File: src/rtl/fifo_pkg.sv
// Shared FIFO types and helpers: ceil-log2 for address sizing, error flag payload, minimum depth.
package fifo_pkg;

  localparam int unsigned FIFO_MIN_DEPTH = 4;

  typedef struct packed {
    logic overflow;
    logic underflow;
  } fifo_err_t;

  function automatic int unsigned clog2(input int unsigned value);
    int unsigned res;
    res = 0;
    while ((64'd1 << res) < 64'(value)) res++;
    return res;
  endfunction

endpackage

File: src/rtl/fifo_ram.sv
// Simple dual-port RAM: synchronous write port, registered read port with resettable output register.
module fifo_ram
  import fifo_pkg::*;
#(
  parameter int unsigned DATA_W = 8,
  parameter int unsigned DEPTH  = 512
) (
  input  logic                     clk,
  input  logic                     rst_n,
  input  logic                     we,
  input  logic [clog2(DEPTH)-1:0]  waddr,
  input  logic [DATA_W-1:0]        wdata,
  input  logic                     re,
  input  logic [clog2(DEPTH)-1:0]  raddr,
  output logic [DATA_W-1:0]        rdata
);

  logic [DATA_W-1:0] mem [DEPTH];

  // Storage array is intentionally not reset.
  always_ff @(posedge clk) begin
    if (we) mem[waddr] <= wdata;
  end

  always_ff @(posedge clk) begin
    if (!rst_n)  rdata <= '0;
    else if (re) rdata <= mem[raddr];
  end

endmodule

File: src/rtl/sync_fifo.sv
// Single-clock FIFO with full/empty, programmable almost flags and fill count.
// Define SYNC_FIFO_ERR_EN to add sticky overflow/underflow outputs and an err_clr input.
module sync_fifo
  import fifo_pkg::*;
#(
  parameter int unsigned DATA_W    = 8,
  parameter int unsigned DEPTH     = 512,
  parameter int unsigned AFULL_TH  = DEPTH - 2,
  parameter int unsigned AEMPTY_TH = 1
) (
  input  logic                       clk,
  input  logic                       rst_n,
  input  logic                       wr_en,
  input  logic [DATA_W-1:0]          wr_data,
  output logic                       full,
  output logic                       afull,
  input  logic                       rd_en,
  output logic [DATA_W-1:0]          rd_data,
  output logic                       rd_valid,
  output logic                       empty,
  output logic                       aempty,
`ifdef SYNC_FIFO_ERR_EN
  input  logic                       err_clr,
  output logic                       overflow,
  output logic                       underflow,
`endif
  output logic [clog2(DEPTH):0]      count
);

  localparam int unsigned ADDR_W = clog2(DEPTH);
  localparam int unsigned CNT_W  = ADDR_W + 1;

  logic [ADDR_W-1:0] wptr;
  logic [ADDR_W-1:0] rptr;
  logic              wacc;
  logic              racc;
  logic [CNT_W-1:0]  count_nxt;

  // Requests are accepted only against the registered flags; no bypass in either direction.
  always_comb begin
    wacc      = wr_en && !full;
    racc      = rd_en && !empty;
    count_nxt = count + CNT_W'(wacc) - CNT_W'(racc);
  end

  always_ff @(posedge clk) begin
    if (!rst_n) begin
      wptr     <= '0;
      rptr     <= '0;
      count    <= '0;
      full     <= 1'b0;
      afull    <= 1'b0;
      empty    <= 1'b1;
      aempty   <= 1'b1;
      rd_valid <= 1'b0;
    end else begin
      if (wacc) wptr <= wptr + ADDR_W'(1);
      if (racc) rptr <= rptr + ADDR_W'(1);
      count    <= count_nxt;
      full     <= (count_nxt == CNT_W'(DEPTH));
      afull    <= (count_nxt >= CNT_W'(AFULL_TH));
      empty    <= (count_nxt == '0);
      aempty   <= (count_nxt <= CNT_W'(AEMPTY_TH));
      rd_valid <= racc;
    end
  end

  fifo_ram #(
    .DATA_W (DATA_W),
    .DEPTH  (DEPTH)
  ) u_ram (
    .clk   (clk),
    .rst_n (rst_n),
    .we    (wacc),
    .waddr (wptr),
    .wdata (wr_data),
    .re    (racc),
    .raddr (rptr),
    .rdata (rd_data)
  );

`ifdef SYNC_FIFO_ERR_EN
  fifo_err_t err;

  // Sticky error flags; a clear wins over a same-cycle set.
  always_ff @(posedge clk) begin
    if (!rst_n || err_clr) begin
      err <= '0;
    end else begin
      if (wr_en && full)  err.overflow  <= 1'b1;
      if (rd_en && empty) err.underflow <= 1'b1;
    end
  end

  assign overflow  = err.overflow;
  assign underflow = err.underflow;
`endif

endmodule

File: config.mk
export PLATFORM = sky130hd
export DESIGN_NAME = sync_fifo
export DESIGN_NICKNAME = d
export VERILOG_FILES = /design/src/rtl/fifo_pkg.sv /design/src/rtl/fifo_ram.sv /design/src/rtl/sync_fifo.sv
export SDC_FILE = /design/constraint.sdc
export NUM_CORES = 2
export LEC_CHECK = 0
export CORE_MARGIN = 2
export CORE_UTILIZATION = 59
export CTS_CLUSTER_DIAMETER = 30
export DETAILED_ROUTE_END_ITERATION = 12
export HOLD_SLACK_MARGIN = 0.02
export PLACE_DENSITY_LB_ADDON = 0.05
export RECOVER_POWER = 100
export SYNTH_ARGS = -nofsm -noshare
export SYNTH_HDL_FRONTEND = slang
export SYNTH_HIERARCHICAL = 1
export SYNTH_SLANG_ARGS = --single-unit
File: constraint.sdc
create_clock -name clk -period 8.9 [get_ports clk]
set_clock_uncertainty 0.15 [all_clocks]
set_input_delay 1.335 -clock clk [delete_from_list [all_inputs] [get_ports clk]]
set_output_delay 1.335 -clock clk [all_outputs]
set_load 0.1 [all_outputs]
==> reports/results.txt <==
outcome: finished with violations
failing checks: capacitance limit, slew limit
starting density of the core: 0.592
drt first-iter violations: 12056
worst slack at placement: 3350 ps
delay-heaviest family, CP: buffers and inverters
# fillers: 16639
Slew Viols, Final: 1276
Setup crit end kind: register
share of cells above drive strength 1: 0.281
RSZ-0062 raised after global routing: false
Pre-Repair DR Iteration Count: 6
placed instance count: 10911
Compound-Gate Fraction of Synth Area: 0.0232
hold-fix buffers at CTS: 0
post_cts resized: 0
#FFs+latches synth: 4137
register area share after synthesis: 0.766
area grow syn2layout: 16.9%
Final Hold Viols: 0
Worst-Margin Slew: 6430 ps
dpl hpwl: 255 mm
Root Driver: clkbuf_16
I/O pin count: 35
crit-path cells: dlygate4sd3_1, nor2b_1, clkbuf_1, nor3b_1, nand2_1, clkbuf_1, nor2_1
post-route setup slack: 1850 ps
DRC viols: 0
Post-CTS Setup Repair Bufs: 0
setup total negative slack: 0 ps
PwrDens: 267 nW/µm²
largest family of logic cells by synthesized area: multiplexers
post-route ant nets: 0
Tcrit/Tclk final: 0.792
Fmax: 0.142 GHz
first-pass GRT wire length: 625 mm
drt via density: 6.79
die area: 278000 µm²
Worst VDD drop: 0.000290 V
crit path max-delay cell type: clkbuf_1
Cell variety after synth: 88
setup violators final: 0
total grt overflow: 0
CP bufs+invs: 3
crit-path max FO: 24
critical path class: in2reg
Leakage: 59.0 nW
vias in the first global route: 82465
Cell Rows: 192
H-tree depth: 6
clock sink count: 4137
Synth Cell Area: 162000 µm²
Max-cap violations: 31
placed cell areas: 165000 µm²
adder-cell share of the synthesized area: 0.00105
Die H: 527 µm
fin nets: 8041
synthesized instance count: 7588
CP arrival: 7360 ps
final instance count without filler cells: 12218
crit path launch type: primary input
Synth Area in XOR/XNOR: 0.00108
Final GP Congestion: 0.878
Synth async-reset ratio: 0
Post-Layout Inst Area: 189000 µm²
GR Util All Layers: 0.320
largest net degree at the start of global routing: 176
Req. time, crit path: 9220 ps
post-synthesis simple-gate area fraction: 0.0288
Mapped Avg Cell Area: 21.3 µm²
Yosys Warn Count: 6
EDFF count, synth: 4096
Synthesized Nets: 7613
CTS max path bufs: 4
core area: 273000 µm²
Skew-Pair Late Insertion Delay: 1070 ps
CTS buffer count: 691
final wirelength: 442 mm
initial antenna violation count: 28
HP Class: reg2reg
Routed wire per std cell: 36.2 µm
die width: 527 µm
Critical Path Most Common Cell: clkbuf_1
Finished Core Util: 0.692
CTS tree: built
clk slew on worst S/H paths: 50 ps
IO Port Bufs: 34
vias post-DR: 82993
Final Critical Period: 7050 ps
fraction of synthesized area in multiplexers: 0.161
Top FF cell, synth: edfxtp_1
max_slew headroom: -3.28
largest stage delay on the critical path: 2980 ps
[metal layers]
layer,up-vias,wire length [µm],global-route usage
met5,-,89,0
met2,5172,207000,0.481
met3,756,49100,0.0734
met4,12,15500,0.113
met1,44206,171000,0.467
li1,32847,-,-
[cell usage after synthesis (16+ instances only)]
cell	instances	area share
a211oi_1	27	0.0013
clkbuf_1	186	0.0043
a31oi_1	25	0.00097
edfxtp_1	4096	0.76
nor2_1	595	0.014
nor2b_1	27	0.0010
nand2_1	237	0.0055
o21ai_0	54	0.0017
mux2_2	48	0.0033
mux4_2	1017	0.14
a311oi_1	17	0.00092
nor3_1	25	0.00077
buf_8	25	0.0023
dfxtp_1	41	0.0051
buf_1	28	0.00065
o221ai_1	53	0.0029
inv_1	21	0.00049
a21oi_1	80	0.0025
buf_6	58	0.0040
mux2i_1	259	0.016
a22oi_1	74	0.0034
and3_1	16	0.00062
buf_2	110	0.0034
and2_1	30	0.0012
o22ai_1	61	0.0024
buf_4	45	0.0021
nand3_1	55	0.0017
a221oi_1	19	0.0010
nand4_1	27	0.0010
[final cells by class]
class	count	area (µm²)	share of cell area
inverter	25	114	0.000603
clock buffer	760	17700	0.0937
clock inverter	532	6090	0.0322
tap	3589	4490	0.0238
multi-input combinational	2962	34900	0.185
timing repair buffer	199	1810	0.00956
antenna	14	35.0	0.000185
sequential	4137	124000	0.655
[report_power, final]
group / switching (mW) / internal (mW)
logic: 1.47 / 0.847
clock network: 9.81 / 16.9
registers: 0.0475 / 21.5
[layout by cell type (no fill, tap or decap), types with 25 or more instances in the layout]
master         n
clkbuf_16    697
clkinv_2      85
and2_1        25
nand3_1       55
clkinv_4      61
mux2_2        47
buf_4        117
clkinv_1      80
o21ai_0       55
edfxtp_1    4096
dfxtp_1       34
nand2_1      235
clkinvlp_4    81
clkbuf_1      90
mux2i_1      259
o22ai_1       61
o221ai_1      53
nor3_1        25
bufinv_16     77
a22oi_1       74
nand4_1       27
a21oi_1       80
a31oi_1       25
buf_12        30
mux4_2      1017
inv_6         91
a211oi_1      28
nor2_1       591
[worst paths after layout]
path / start / endpoint / slack (ps) / cells after the start
max: wr_en / u_ram/mem[242][2] / 1850 / 7
min: u_ram/rdata[2] / u_ram/rdata[2] / 400 / 1
max reg2reg: rptr[0] / u_ram/rdata[4] / 2140 / 8
min reg2reg: u_ram/rdata[2] / u_ram/rdata[2] / 400 / 1
[per-stage QoR]
step	power, mW	hold WS [ps]
2_1_floorplan	23.4	315
3_3_place_gp	24.2	336
3_5_place_dp	24.2	360
4_1_cts	50.8	406
5_1_grt	51.8	421
6_report	50.5	404
[kinds of logic (layout without fill, tap and decap cells)]
| family | Yosys count | after routing |
|---|---|---|
| AO/OA/AOI/OAI | 521 | 521 |
| XOR/XNOR | 20 | 20 |
| adder cells (fa/ha/maj) | 13 | 13 |
| buffers and inverters | 489 | 1516 |
| flip-flops | 4137 | 4137 |
| multiplexers | 1325 | 1325 |
| other | 0 | 14 |
| AND/OR/NAND/NOR | 1083 | 1083 |
[state kept, by name, summed over array words and instances, names as in the netlist]
register / cells
full: 1
wptr: 9
rd_valid: 1
rptr: 9
count: 10
u_ram/rdata: 8
empty: 1
afull: 1
aempty: 1
u_ram/mem: 4096
Note: power is estimated with default switching activity, not from simulation.
